### src/rtl/branch_cmp_pred_pkg.sv
// Shared definitions for the branch compare/predict unit: branch op codes,
// predictor reset value and small decode/counter helpers.
package branch_cmp_pred_pkg;

    localparam logic [3:0] BOP_BEQ    = 4'b0001;
    localparam logic [3:0] BOP_BNE    = 4'b0010;
    localparam logic [3:0] BOP_BLEZ   = 4'b0011;
    localparam logic [3:0] BOP_BGTZ   = 4'b0100;
    localparam logic [3:0] BOP_BLTZ   = 4'b0101;
    localparam logic [3:0] BOP_BGEZ   = 4'b0110;
    localparam logic [3:0] BOP_BGEZAL = 4'b0111;
    localparam logic [3:0] BOP_BLTU   = 4'b1000;
    localparam logic [3:0] BOP_BGEU   = 4'b1001;

    localparam logic [1:0] PHT_RESET = 2'b01;

    // 2-bit saturating counter step toward taken (up=1) or not-taken (up=0)
    function automatic logic [1:0] cnt2_update(input logic [1:0] cnt, input logic up);
        logic [1:0] res;
        res = cnt;
        if (up) begin
            if (cnt != 2'b11) res = cnt + 2'b01;
            else              res = cnt;
        end else begin
            if (cnt != 2'b00) res = cnt - 2'b01;
            else              res = cnt;
        end
        return res;
    endfunction

    function automatic logic is_branch(input logic [3:0] bop);
        logic res;
        case (bop)
            BOP_BEQ, BOP_BNE, BOP_BLEZ, BOP_BGTZ, BOP_BLTZ,
            BOP_BGEZ, BOP_BGEZAL, BOP_BLTU, BOP_BGEU: res = 1'b1;
            default:                                   res = 1'b0;
        endcase
        return res;
    endfunction

    function automatic logic uses_zero_operand(input logic [3:0] bop);
        logic res;
        case (bop)
            BOP_BLEZ, BOP_BGTZ, BOP_BLTZ, BOP_BGEZ, BOP_BGEZAL: res = 1'b1;
            default:                                           res = 1'b0;
        endcase
        return res;
    endfunction

    function automatic logic is_unsigned_op(input logic [3:0] bop);
        logic res;
        case (bop)
            BOP_BLTU, BOP_BGEU: res = 1'b1;
            default:            res = 1'b0;
        endcase
        return res;
    endfunction

    function automatic logic branch_taken(input logic [3:0] bop, input logic more,
                                          input logic zero, input logic less);
        logic res;
        case (bop)
            BOP_BEQ:                       res = zero;
            BOP_BNE:                       res = ~zero;
            BOP_BLEZ:                      res = less | zero;
            BOP_BGTZ:                      res = more;
            BOP_BLTZ, BOP_BLTU:            res = less;
            BOP_BGEZ, BOP_BGEZAL, BOP_BGEU: res = more | zero;
            default:                       res = 1'b0;
        endcase
        return res;
    endfunction

endpackage

### src/rtl/branch_cmp_pred_if.sv
// Request/result bundle between the ID stage and the branch compare/predict unit.
interface branch_cmp_pred_if #(
    parameter int WIDTH = 32,
    parameter int CNT_W = 32
);
    logic             in_valid;
    logic             in_ready;
    logic [31:0]      pc;
    logic [WIDTH-1:0] d1;
    logic [WIDTH-1:0] d2;
    logic [3:0]       bop;
    logic             pred_taken;
    logic             flush;
    logic             out_valid;
    logic             out_ready;
    logic             taken;
    logic             more;
    logic             zero;
    logic             less;
    logic             mispredict;
    logic [CNT_W-1:0] branch_cnt;
    logic [CNT_W-1:0] mispred_cnt;

    modport master (
        output in_valid, pc, d1, d2, bop, flush, out_ready,
        input  in_ready, pred_taken, out_valid, taken, more, zero, less,
               mispredict, branch_cnt, mispred_cnt
    );

    modport slave (
        input  in_valid, pc, d1, d2, bop, flush, out_ready,
        output in_ready, pred_taken, out_valid, taken, more, zero, less,
               mispredict, branch_cnt, mispred_cnt
    );
endinterface

### src/rtl/branch_cmp_pred_bcmp_core.sv
// Combinational WIDTH-bit magnitude compare producing one-hot more/zero/less,
// signed or unsigned selectable.
module bcmp_core #(
    parameter int WIDTH = 32
) (
    input  logic [WIDTH-1:0] a,
    input  logic [WIDTH-1:0] b,
    input  logic             is_signed,
    output logic             more,
    output logic             zero,
    output logic             less
);
    logic [WIDTH-1:0] a_x_s;
    logic [WIDTH-1:0] b_x_s;

    // Flipping the sign bits turns a two's-complement compare into an unsigned one
    always_comb begin
        a_x_s = {a[WIDTH-1] ^ is_signed, a[WIDTH-2:0]};
        b_x_s = {b[WIDTH-1] ^ is_signed, b[WIDTH-2:0]};
        zero  = (a == b);
        less  = (a_x_s < b_x_s);
        more  = ~less & ~zero;
    end
endmodule

### src/rtl/branch_cmp_pred.sv
// Branch compare/resolve unit with PC-indexed 2-bit predictor table, one result
// stage with valid/ready handshake, flush and branch/mispredict statistics.
module branch_cmp_pred
    import branch_cmp_pred_pkg::*;
#(
    parameter int WIDTH     = 32,
    parameter int PHT_DEPTH = 64,
    parameter int CNT_W     = 32
) (
    input logic              clk,
    input logic              reset,
    branch_cmp_pred_if.slave bus
);
    localparam int IDX_W = $clog2(PHT_DEPTH);

    logic [1:0]       pht_q [PHT_DEPTH];
    logic [1:0]       pht_d [PHT_DEPTH];
    logic             out_valid_q, out_valid_d;
    logic             taken_q, taken_d;
    logic             more_q, more_d;
    logic             zero_q, zero_d;
    logic             less_q, less_d;
    logic             mispredict_q, mispredict_d;
    logic             is_br_q, is_br_d;
    logic [IDX_W-1:0] idx_q, idx_d;
    logic [CNT_W-1:0] branch_cnt_q, branch_cnt_d;
    logic [CNT_W-1:0] mispred_cnt_q, mispred_cnt_d;

    logic [IDX_W-1:0] rd_idx_s;
    logic [WIDTH-1:0] operand_b_s;
    logic             cmp_more_s, cmp_zero_s, cmp_less_s;
    logic             in_ready_s, accept_s, consume_s, update_s, pred_s;
    logic [1:0]       upd_cnt_s;
    logic             unused_pc_bits_s;

    assign rd_idx_s         = bus.pc[IDX_W+1:2];
    assign unused_pc_bits_s = ^{bus.pc[31:IDX_W+2], bus.pc[1:0]};
    assign operand_b_s      = uses_zero_operand(bus.bop) ? {WIDTH{1'b0}} : bus.d2;

    bcmp_core #(.WIDTH(WIDTH)) u_cmp (
        .a         (bus.d1),
        .b         (operand_b_s),
        .is_signed (~is_unsigned_op(bus.bop)),
        .more      (cmp_more_s),
        .zero      (cmp_zero_s),
        .less      (cmp_less_s)
    );

    // Handshake decode; the prediction bypasses the counter being written this cycle
    always_comb begin
        in_ready_s = ~out_valid_q | bus.out_ready;
        accept_s   = bus.in_valid & in_ready_s & ~bus.flush;
        consume_s  = out_valid_q & bus.out_ready & ~bus.flush;
        update_s   = consume_s & is_br_q;
        upd_cnt_s  = cnt2_update(pht_q[idx_q], taken_q);
        if (update_s && (idx_q == rd_idx_s)) pred_s = upd_cnt_s[1];
        else                                 pred_s = pht_q[rd_idx_s][1];
    end

    // Next-state for the result register, predictor table and statistics
    always_comb begin
        pht_d         = pht_q;
        out_valid_d   = out_valid_q;
        taken_d       = taken_q;
        more_d        = more_q;
        zero_d        = zero_q;
        less_d        = less_q;
        mispredict_d  = mispredict_q;
        is_br_d       = is_br_q;
        idx_d         = idx_q;
        branch_cnt_d  = branch_cnt_q;
        mispred_cnt_d = mispred_cnt_q;

        if (update_s) begin
            pht_d[idx_q] = upd_cnt_s;
            branch_cnt_d = branch_cnt_q + {{(CNT_W-1){1'b0}}, 1'b1};
            if (mispredict_q) mispred_cnt_d = mispred_cnt_q + {{(CNT_W-1){1'b0}}, 1'b1};
            else              mispred_cnt_d = mispred_cnt_q;
        end else begin
            pht_d[idx_q] = pht_q[idx_q];
        end

        if (bus.flush) begin
            out_valid_d = 1'b0;
        end else if (accept_s) begin
            out_valid_d  = 1'b1;
            more_d       = cmp_more_s;
            zero_d       = cmp_zero_s;
            less_d       = cmp_less_s;
            is_br_d      = is_branch(bus.bop);
            idx_d        = rd_idx_s;
            taken_d      = branch_taken(bus.bop, cmp_more_s, cmp_zero_s, cmp_less_s);
            mispredict_d = is_branch(bus.bop) &
                           (branch_taken(bus.bop, cmp_more_s, cmp_zero_s, cmp_less_s) != pred_s);
        end else if (bus.out_ready) begin
            out_valid_d = 1'b0;
        end else begin
            out_valid_d = out_valid_q;
        end
    end

    // State registers with synchronous reset
    always_ff @(posedge clk) begin
        if (reset) begin
            for (int i = 0; i < PHT_DEPTH; i++) pht_q[i] <= PHT_RESET;
            out_valid_q   <= 1'b0;
            taken_q       <= 1'b0;
            more_q        <= 1'b0;
            zero_q        <= 1'b0;
            less_q        <= 1'b0;
            mispredict_q  <= 1'b0;
            is_br_q       <= 1'b0;
            idx_q         <= {IDX_W{1'b0}};
            branch_cnt_q  <= {CNT_W{1'b0}};
            mispred_cnt_q <= {CNT_W{1'b0}};
        end else begin
            pht_q         <= pht_d;
            out_valid_q   <= out_valid_d;
            taken_q       <= taken_d;
            more_q        <= more_d;
            zero_q        <= zero_d;
            less_q        <= less_d;
            mispredict_q  <= mispredict_d;
            is_br_q       <= is_br_d;
            idx_q         <= idx_d;
            branch_cnt_q  <= branch_cnt_d;
            mispred_cnt_q <= mispred_cnt_d;
        end
    end

    assign bus.in_ready    = in_ready_s;
    assign bus.pred_taken  = pred_s;
    assign bus.out_valid   = out_valid_q;
    assign bus.taken       = taken_q;
    assign bus.more        = more_q;
    assign bus.zero        = zero_q;
    assign bus.less        = less_q;
    assign bus.mispredict  = mispredict_q;
    assign bus.branch_cnt  = branch_cnt_q;
    assign bus.mispred_cnt = mispred_cnt_q;
endmodule
### src/flat_wrapper.sv
// flat-port wrapper written by rule: the top's interface ports become plain ports
module branch_cmp_pred_flat import branch_cmp_pred_pkg::*;
#(
    parameter int WIDTH     = 32,
    parameter int PHT_DEPTH = 64,
    parameter int CNT_W     = 32
)
  (clk, reset, bus_in_valid, bus_pc, bus_d1, bus_d2, bus_bop, bus_flush, bus_out_ready, bus_in_ready, bus_pred_taken, bus_out_valid, bus_taken, bus_more, bus_zero, bus_less, bus_mispredict, bus_branch_cnt, bus_mispred_cnt);
  branch_cmp_pred_if #(.WIDTH(WIDTH), .CNT_W(CNT_W)) bus_i ();
  input logic clk;
  input logic reset;
  input wire logic [$bits(bus_i.in_valid)-1:0] bus_in_valid;
  input wire logic [$bits(bus_i.pc)-1:0] bus_pc;
  input wire logic [$bits(bus_i.d1)-1:0] bus_d1;
  input wire logic [$bits(bus_i.d2)-1:0] bus_d2;
  input wire logic [$bits(bus_i.bop)-1:0] bus_bop;
  input wire logic [$bits(bus_i.flush)-1:0] bus_flush;
  input wire logic [$bits(bus_i.out_ready)-1:0] bus_out_ready;
  output wire logic [$bits(bus_i.in_ready)-1:0] bus_in_ready;
  output wire logic [$bits(bus_i.pred_taken)-1:0] bus_pred_taken;
  output wire logic [$bits(bus_i.out_valid)-1:0] bus_out_valid;
  output wire logic [$bits(bus_i.taken)-1:0] bus_taken;
  output wire logic [$bits(bus_i.more)-1:0] bus_more;
  output wire logic [$bits(bus_i.zero)-1:0] bus_zero;
  output wire logic [$bits(bus_i.less)-1:0] bus_less;
  output wire logic [$bits(bus_i.mispredict)-1:0] bus_mispredict;
  output wire logic [$bits(bus_i.branch_cnt)-1:0] bus_branch_cnt;
  output wire logic [$bits(bus_i.mispred_cnt)-1:0] bus_mispred_cnt;
  assign bus_i.in_valid = bus_in_valid;
  assign bus_i.pc = bus_pc;
  assign bus_i.d1 = bus_d1;
  assign bus_i.d2 = bus_d2;
  assign bus_i.bop = bus_bop;
  assign bus_i.flush = bus_flush;
  assign bus_i.out_ready = bus_out_ready;
  assign bus_in_ready = bus_i.in_ready;
  assign bus_pred_taken = bus_i.pred_taken;
  assign bus_out_valid = bus_i.out_valid;
  assign bus_taken = bus_i.taken;
  assign bus_more = bus_i.more;
  assign bus_zero = bus_i.zero;
  assign bus_less = bus_i.less;
  assign bus_mispredict = bus_i.mispredict;
  assign bus_branch_cnt = bus_i.branch_cnt;
  assign bus_mispred_cnt = bus_i.mispred_cnt;
  branch_cmp_pred #(.WIDTH(WIDTH), .PHT_DEPTH(PHT_DEPTH), .CNT_W(CNT_W)) u_core (.clk(clk), .reset(reset), .bus(bus_i));
endmodule
### config.mk
export PLATFORM = sky130hd
export DESIGN_NAME = branch_cmp_pred_flat
export DESIGN_NICKNAME = d
export VERILOG_FILES = /design/src/rtl/branch_cmp_pred_pkg.sv /design/src/rtl/branch_cmp_pred_if.sv /design/src/rtl/branch_cmp_pred_bcmp_core.sv /design/src/rtl/branch_cmp_pred.sv /design/src/flat_wrapper.sv
export SDC_FILE = /design/constraint.sdc
export NUM_CORES = 1
export LEC_CHECK = 0
export ABC_AREA = 1
export CORE_MARGIN = 2
export CORE_UTILIZATION = 51
export DETAILED_ROUTE_END_ITERATION = 7
export PLACE_DENSITY = 0.78
export SLEW_MARGIN = 20
export SYNTH_ARGS = -nofsm -noshare
export SYNTH_HDL_FRONTEND = slang
export SYNTH_HIERARCHICAL = 1
export SYNTH_SLANG_ARGS = --single-unit
export TNS_END_PERCENT = 10
### constraint.sdc
create_clock -name clk -period 4.2 [get_ports clk]
set_input_delay 0.84 -clock clk [delete_from_list [all_inputs] [get_ports clk]]
set_output_delay 0.84 -clock clk [all_outputs]
set_load 0.05 [all_outputs]
==> impl_metrics.ini, run 1 <==
[global_route]
grt_overflow = 0
grt_pass1_wl_mm = 57.1
grt_pass1_vias = 11972
antenna_found_initial = 0
grt_start_max_net_pins = 77
grtUsageTotal = 0.281

[yosys]
synth_ff_type = dfxtp_1
netlist_area_mm2 = 0.0122
synth_compound_area_frac = 0.162
yosys_warnings = 6
synth-seq-cells = 205
synth_fp_nets = 2109
synth_edf_count = 0
synthArstFlopShare = 0
syn_area_per_cell_um2 = 6.17
postSynthCellCount = 1971
synth_top_family_by_area = simple AND/OR/NAND/NOR gates
synthSimpleGateAreaFrac = 0.309
ys_types = 45
synthAdderAreaFrac = 0.0340
synth_mux_area_frac = 0
ys_seq_area_frac = 0.338
synth_xor_xnor_area_share = 0.0115

[worst_setup_path]
rr_worst_depth = 14
path_buf_inv = 1
slowest_stage = nor2_1
crit_start = u_core/idx_q[2]$_SDFFE_PP0P_
path_max_fanout = 9
worst_ep_required_time_ns = 3.36
crit_chain = nor2_1 -> nand3_1 -> nand2_1 -> o21ai_1 -> nand2_1 -> nor2_1 -> nand2_1 -> nand2_1 -> nand2_1 -> nand3_1 -> nand2_1 -> buf_12
path_delay_family = simple AND/OR/NAND/NOR gates
slowest_delay_ns = 0.85
r2r_start = u_core/idx_q[0]$_SDFFE_PP0P_
crit_top_cell = nand2_1
cp-start-kind = flip-flop
end_kind = primary output
arrival_ns = 3.20
path_depth = 12
criticalPathCategory = flip-flop to primary output

[sta]
layout_setup_ws_ns = 0.158
tightest_slew_ns = 1.05
tns_ns = 0
timing.hold.ws_ns = 0.466
max_slew_margin = 0.300
finalHoldViolCount = 0
fin_crit_sh = 0.962
finalSetupViolations = 0
final_max_slew_viol_count = 0
layout_min_cycle_time_ns = 4.04
rsz0062_at_grt = no
fmax_mhz = 247
finClkSkew_ns = 0.0309

[routing]
vias = 12828
drtPass1Iterations = 7
wl_per_cell_um = 14.5
drt_iter0_drc = 1193
wl_mm = 35.3
ant_nets = 0
drc_errors = 0
via_per_inst = 5.29

[run]
cap_violations = 0

[floorplanning]
num_rows = 56
die_w_um = 158
start_util = 0.518
die_height_um = 158
die-area_mm2 = 0.0251
ios = 177
coreArea_mm2 = 0.0235

[power_and_ir_drop]
combPwrFrac = 0.164
swShare = 0.287
power.internal_w = 0.00335
pwr-share-seq = 0.423
p_per_area_mw_per_mm2 = 322
p_sw_w = 0.00135
p_leak_nw = 6.38
clock_power_share = 0.413
ir_drop_mv = 0.319

[outcome]
status = complete, no violations

[clock_tree]
numCtsBuffers = 23
htreeDepth = 1
clk_path_buf_depth = 3
clock_latency_ns = 0.53
clk_pin_slew_ns = 0.06
cts_root_buf = clkbuf_16
hold_buffers = 0
cts_sinks = 205
tritoncts = done

[placement]
pre_cts_ws_ns = 0.144
gp_congestion = 0.921
placed_area_mm2 = 0.0139
hpwl_mm = 23.4
port_buffers = 150

[layout]
postLayoutCellArea_mm2 = 0.0146
layout.nets = 2230
fin_util = 0.622
diodes = 0
fillers = 2220
drive_gt1_frac = 0.0441
area_growth_pct = 20.1

[min_path]
hold_class = flip-flop to flip-flop
hp-start = u_core/pht_q[56]$_SDFFE_PP1P_
whs_path_depth = 2
-- flip-flops by register name, indices dropped and copies added (netlist names) --
signal                  flops
u_core/bus.branch_cnt      32
u_core/bus.less             1
u_core/bus.mispred_cnt     32
u_core/bus.mispredict       1
u_core/bus.more             1
u_core/bus.out_valid        1
u_core/bus.taken            1
u_core/bus.zero             1
u_core/idx_q                6
u_core/is_br_q              1
u_core/pht_q              128
-- power by group through the flow --
stage | registers [W] | logic, W | clock network, W
floorplan | 0.00204 | 0.000504 | 0
global placement | 0.00203 | 0.000746 | 0
detailed placement | 0.00203 | 0.000756 | 0
CTS | 0.00199 | 0.000760 | 0.00197
global route | 0.00199 | 0.000852 | 0.00203
finish | 0.00199 | 0.000773 | 0.00194
-- cells by family (layout without fill, tap and decap cells) --
kind of cell | count (synthesis) | in the layout
and+or+nand+nor | 891 | 891
xor gates and xnor gates | 16 | 16
DFF | 205 | 205
adders and majority gates | 33 | 33
AOI/OAI and AO/OA | 381 | 381
buffers and inverters | 445 | 581
-- area by class of cell --
class,count,area [µm²],area share
multi-input combinational,1321,6290,0.431
sequential,205,4110,0.281
timing repair buffer,171,1700,0.117
inverter,370,1390,0.0951
clock buffer,32,649,0.0445
tap,319,399,0.0273
clock inverter,8,68.8,0.00471
-- metrics by stage --
| step | std cells | total power (W) |
|---|---|---|
| 2_1_floorplan | 1971 | 0.00254 |
| 4_1_cts | 2426 | 0.00472 |
| 6_report | 2426 | 0.00470 |
| 3_5_place_dp | 2386 | 0.00279 |
| 5_1_grt | 2426 | 0.00487 |
| 3_3_place_gp | 2386 | 0.00277 |
-- path summary, 6_finish.rpt --
check        slack [ns]                              to
max                0.16                  bus_pred_taken
min                0.47   u_core/pht_q[56]$_SDFFE_PP1P_
max reg2reg        0.72  u_core/pht_q[103]$_SDFFE_PP0P_
min reg2reg        0.47   u_core/pht_q[56]$_SDFFE_PP1P_
-- what timing repair did --
item | in CTS | in global routing
resized for setup | 0 | 1
buffers inserted | 0 | 0
endpoints found under the setup margin | 0 | 1
-- per-layer routing --
metal,track usage,part of all wire,vias up
met4,0.0922,0.029,0
met2,0.477,0.45,527
met1,0.358,0.43,5781
met5,0,0,-
li1,-,-,6446
met3,0.0561,0.093,74
-- worst min-delay path, cell delays in order (launching register included) --
cell and delay [ns]:
dfxtp_1 0.32, a21oi_1 0.06, nand2_1 0.05
-- synthesized netlist by cell type, types with 3 or more instances --
cell type  instances  area [µm²]
buf_1              3        11.3
buf_2             25         125
buf_6             10         113
inv_2              7        26.3
inv_1            361        1360
o21ai_0           73         365
o21ai_1           69         345
nor2_2             8        50.1
clkbuf_1          37         139
nand3_1          152         761
xor2_1            13         114
nor4_1             6        37.5
nand4_1           14        87.6
nand2_1          456        1710
nand2_2            3        18.8
nor2_1           203         762
o21a_1             7        52.6
nand3b_1           4        30.0
dfxtp_1          205        4100
a21oi_1          218        1090
nand3_2            3        30.0
xnor2_1            3        26.3
nor3_1            30         150
ha_1              33         413
a31oi_1            3        18.8
-- cells in the final DEF (no fill, tap or decap), drive strengths merged, types with 3 or more instances in the layout --
master / synthesis / final
nand2: 460 / 460
nand3: 155 / 155
a21oi: 219 / 219
o21a: 7 / 7
ha: 33 / 33
a31oi: 3 / 3
xnor2: 3 / 3
buf: 38 / 23
nor2: 212 / 212
xor2: 13 / 13
o21ai: 142 / 142
clkinv: 2 / 8
nand4: 15 / 15
nor3: 32 / 32
dfxtp: 205 / 205
clkbuf: 37 / 32
inv: 368 / 369
nor4: 7 / 7
clkdlybuf4s50: 0 / 148
nand3b: 4 / 4
(Power assumes the default switching activity.)
==> inputs of run 2 (changes only) <==
--- a/config.mk
+++ b/config.mk
@@ -6,13 +6,15 @@
 export NUM_CORES = 1
 export LEC_CHECK = 0
 export ABC_AREA = 1
+export CELL_PAD_IN_SITES_DETAIL_PLACEMENT = 1
+export CELL_PAD_IN_SITES_GLOBAL_PLACEMENT = 2
 export CORE_MARGIN = 2
-export CORE_UTILIZATION = 51
+export CORE_UTILIZATION = 29
 export DETAILED_ROUTE_END_ITERATION = 7
-export PLACE_DENSITY = 0.78
+export PLACE_DENSITY = 0.82
+export SKIP_CTS_REPAIR_TIMING = 1
 export SLEW_MARGIN = 20
 export SYNTH_ARGS = -nofsm -noshare
 export SYNTH_HDL_FRONTEND = slang
-export SYNTH_HIERARCHICAL = 1
 export SYNTH_SLANG_ARGS = --single-unit
 export TNS_END_PERCENT = 10
==> impl_metrics.ini, run 2 <==
[worst_setup_path]
arrival_ns = 2.96
end_kind = primary output
r2r_start = u_core.idx_q[1]$_SDFFE_PP0P_
reg2reg_slack_ns = 0.87
cp-endpoint = bus_pred_taken
rr_endpoint = u_core.pht_q[107]$_SDFFE_PP0P_
path_buf_inv = 4
crit_chain = buf_4 -> clkinv_1 -> buf_4 -> nand2_1 -> nand2_1 -> nand2_1 -> nand2_1 -> nand2_1 -> nand2_1 -> nor2_1 -> nand2_2 -> nand2_1 -> nand2_1 -> nand3_1 -> nand2_1 -> buf_12
path_depth = 16
slowest_stage = dfxtp_1
crit_top_cell = nand2_1
path_max_fanout = 23
worst_ep_required_time_ns = 3.36
path_delay_family = simple AND/OR/NAND/NOR gates
cp-start-kind = flip-flop
criticalPathCategory = flip-flop to primary output
slowest_delay_ns = 0.31
crit_start = u_core.idx_q[1]$_SDFFE_PP0P_
rr_worst_depth = 18

[routing]
wl_per_cell_um = 17.4
drtPass1Iterations = 5
drc_errors = 0
via_per_inst = 5.09
vias = 12787
drt_iter0_drc = 562
wl_mm = 43.6
ant_nets = 0

[floorplanning]
coreArea_mm2 = 0.0398
die-area_mm2 = 0.0421
num_rows = 73
die_w_um = 205
start_util = 0.295
ios = 177
die_height_um = 205

[layout]
fin_cells = 2512
drive_gt1_frac = 0.0448
register_area_mm2 = 0.00411
fin_util = 0.367
largest_reg_flops = 128
final_cell_mix = nand2_1 (543), o21ai_0 (204), dfxtp_1 (204)
multi_input_area_mm2 = 0.00663
area_growth_pct = 24.4
fillers = 5176
mostFrequentLayoutCell = nand2_1
layout.nets = 2104
top_register = u_core.pht_q

[sta]
tns_ns = 0
layout_min_cycle_time_ns = 3.80
max_slew_margin = 0.410
timing.hold.ws_ns = 0.489
fmax_mhz = 263
finClkSkew_ns = 0.0230
final_max_slew_viol_count = 0
fin_crit_sh = 0.904
finalHoldViolCount = 0
rsz0062_at_grt = no
finalSetupViolations = 0
tightest_slew_ns = 0.884

[clock_tree]
numCtsBuffers = 27
tritoncts = done
cts_root_buf = clkbuf_16
clk_path_buf_depth = 3
clock_latency_ns = 0.56
clk_pin_slew_ns = 0.06
cts_sinks = 205
htreeDepth = 1

[power_and_ir_drop]
p_leak_nw = 5.93
combPwrFrac = 0.152
swShare = 0.289
clock_power_share = 0.455
ir_drop_mv = 0.265
p_per_area_mw_per_mm2 = 346
p_sw_w = 0.00146
pwr-share-seq = 0.393
power.internal_w = 0.00360

[yosys]
synth_edf_count = 0
ys_types = 40
synth_fp_nets = 1997
synth_top_area_frac = 0.349
synth-seq-cells = 205
yosys_warnings = 0
postSynthCellCount = 1859
synth_ff_type = dfxtp_1
ys_seq_area_frac = 0.349
synthArstFlopShare = 0
synth_most_common_cell = nand2_1
netlist_area_mm2 = 0.0117
netlist_top_cells_count = nand2_1 (544), dfxtp_1 (205), o21ai_0 (204)
syn_area_per_cell_um2 = 6.32
yosys-top-cells-area = dfxtp_1 (35%), nand2_1 (17%), o21ai_0 (8.7%)
synth_top_cell_by_area = dfxtp_1

[placement]
hpwl_mm = 28.8
port_buffers = 150
placed_cells = 2462
gp_congestion = 0.795

[outcome]
status = complete, no violations

[min_path]
whs_path_depth = 2
hold_class = flip-flop to flip-flop

[global_route]
grt_pass1_vias = 13187
grt_pass1_wl_mm = 70.6
grtUsageTotal = 0.209
grt_overflow = 0
grt_start_max_net_pins = 65
antenna_found_initial = 0

[run]
cap_violations = 0
-- run 2: final cells by class --
type	count	area share
timing repair buffer	180	0.122
tap	525	0.0450
clock buffer	41	0.0553
clock inverter	8	0.00488
sequential	205	0.281
inverter	147	0.0379
antenna	1	0.000171
multi-input combinational	1405	0.454
-- run 2: routing by layer --
| layer | up-vias | wire length, µm | global-route usage |
|---|---|---|---|
| met2 | 230 | 20300 | 0.358 |
| met1 | 6176 | 20100 | 0.270 |
| li1 | 6331 | - | - |
| met3 | 50 | 2310 | 0.0432 |
| met4 | 0 | 880 | 0.0437 |
| met5 | - | 0 | 0 |
-- run 2: kinds of logic (layout without fill, tap and decap cells) --
kind of cell,count (synthesis),in the layout,share of synthesized area
XOR/XNOR,23,23,0.0171
adder cells (fa/ha/maj),33,33,0.0352
other,0,1,0
AND/OR/NAND/NOR,983,983,0.349
flip-flops,205,205,0.349
buffers and inverters,249,376,0.0870
AO/OA/AOI/OAI,366,366,0.162
-- run 2: worst register-to-register path, stage by stage, from the launching register on --
cell and delay [ns]:
dfxtp_1 0.31, buf_4 0.26, clkinv_1 0.14, buf_4 0.27, nand2_1 0.12, nand2_1 0.05, nand2_1 0.08, nand2_1 0.08
nand2_1 0.07, nand2_1 0.05, nor2_1 0.29, nand2_2 0.13, nand2_1 0.12, nand2_1 0.08, nand2_1 0.10, nand2_1 0.09
o21ai_4 0.07, buf_4 0.71, a21oi_1 0.17
-- run 2: worst min-delay path by stage --
stage / startpoint / to / slack (ns)
after floorplan: u_core.is_br_q$_SDFFE_PP0P_ / u_core.is_br_q$_SDFFE_PP0P_ / 0.46
after global placement: u_core.bus.mispred_cnt[31]$_SDFFE_PP0P_ / u_core.bus.mispred_cnt[31]$_SDFFE_PP0P_ / 0.46
after detailed placement: u_core.bus.mispred_cnt[31]$_SDFFE_PP0P_ / u_core.bus.mispred_cnt[31]$_SDFFE_PP0P_ / 0.48
after CTS: u_core.bus.branch_cnt[30]$_SDFFE_PP0P_ / u_core.bus.branch_cnt[30]$_SDFFE_PP0P_ / 0.49
after global routing: u_core.pht_q[124]$_SDFFE_PP1P_ / u_core.pht_q[124]$_SDFFE_PP1P_ / 0.51
final: u_core.pht_q[118]$_SDFFE_PP1P_ / u_core.pht_q[118]$_SDFFE_PP1P_ / 0.49
-- run 2: power by group through the flow --
stage	logic (W)	clock network, W	registers (W)
after global routing	0.000851	0.00244	0.00199
final	0.000769	0.00230	0.00199
after CTS	0.000774	0.00235	0.00199
after global placement	0.000760	0	0.00203
after floorplan	0.000458	0	0.00204
after detailed placement	0.000771	0	0.00203
-- run 2: metrics by stage --
step	total power, W	setup slack, ns	instance area (µm²)
3_3_place_gp	0.00279	0.307	13700
5_1_grt	0.00528	0.156	14600
3_5_place_dp	0.00280	0.262	13700
2_1_floorplan	0.00249	1.01	11700
6_report	0.00506	0.403	14600
4_1_cts	0.00511	0.349	14600
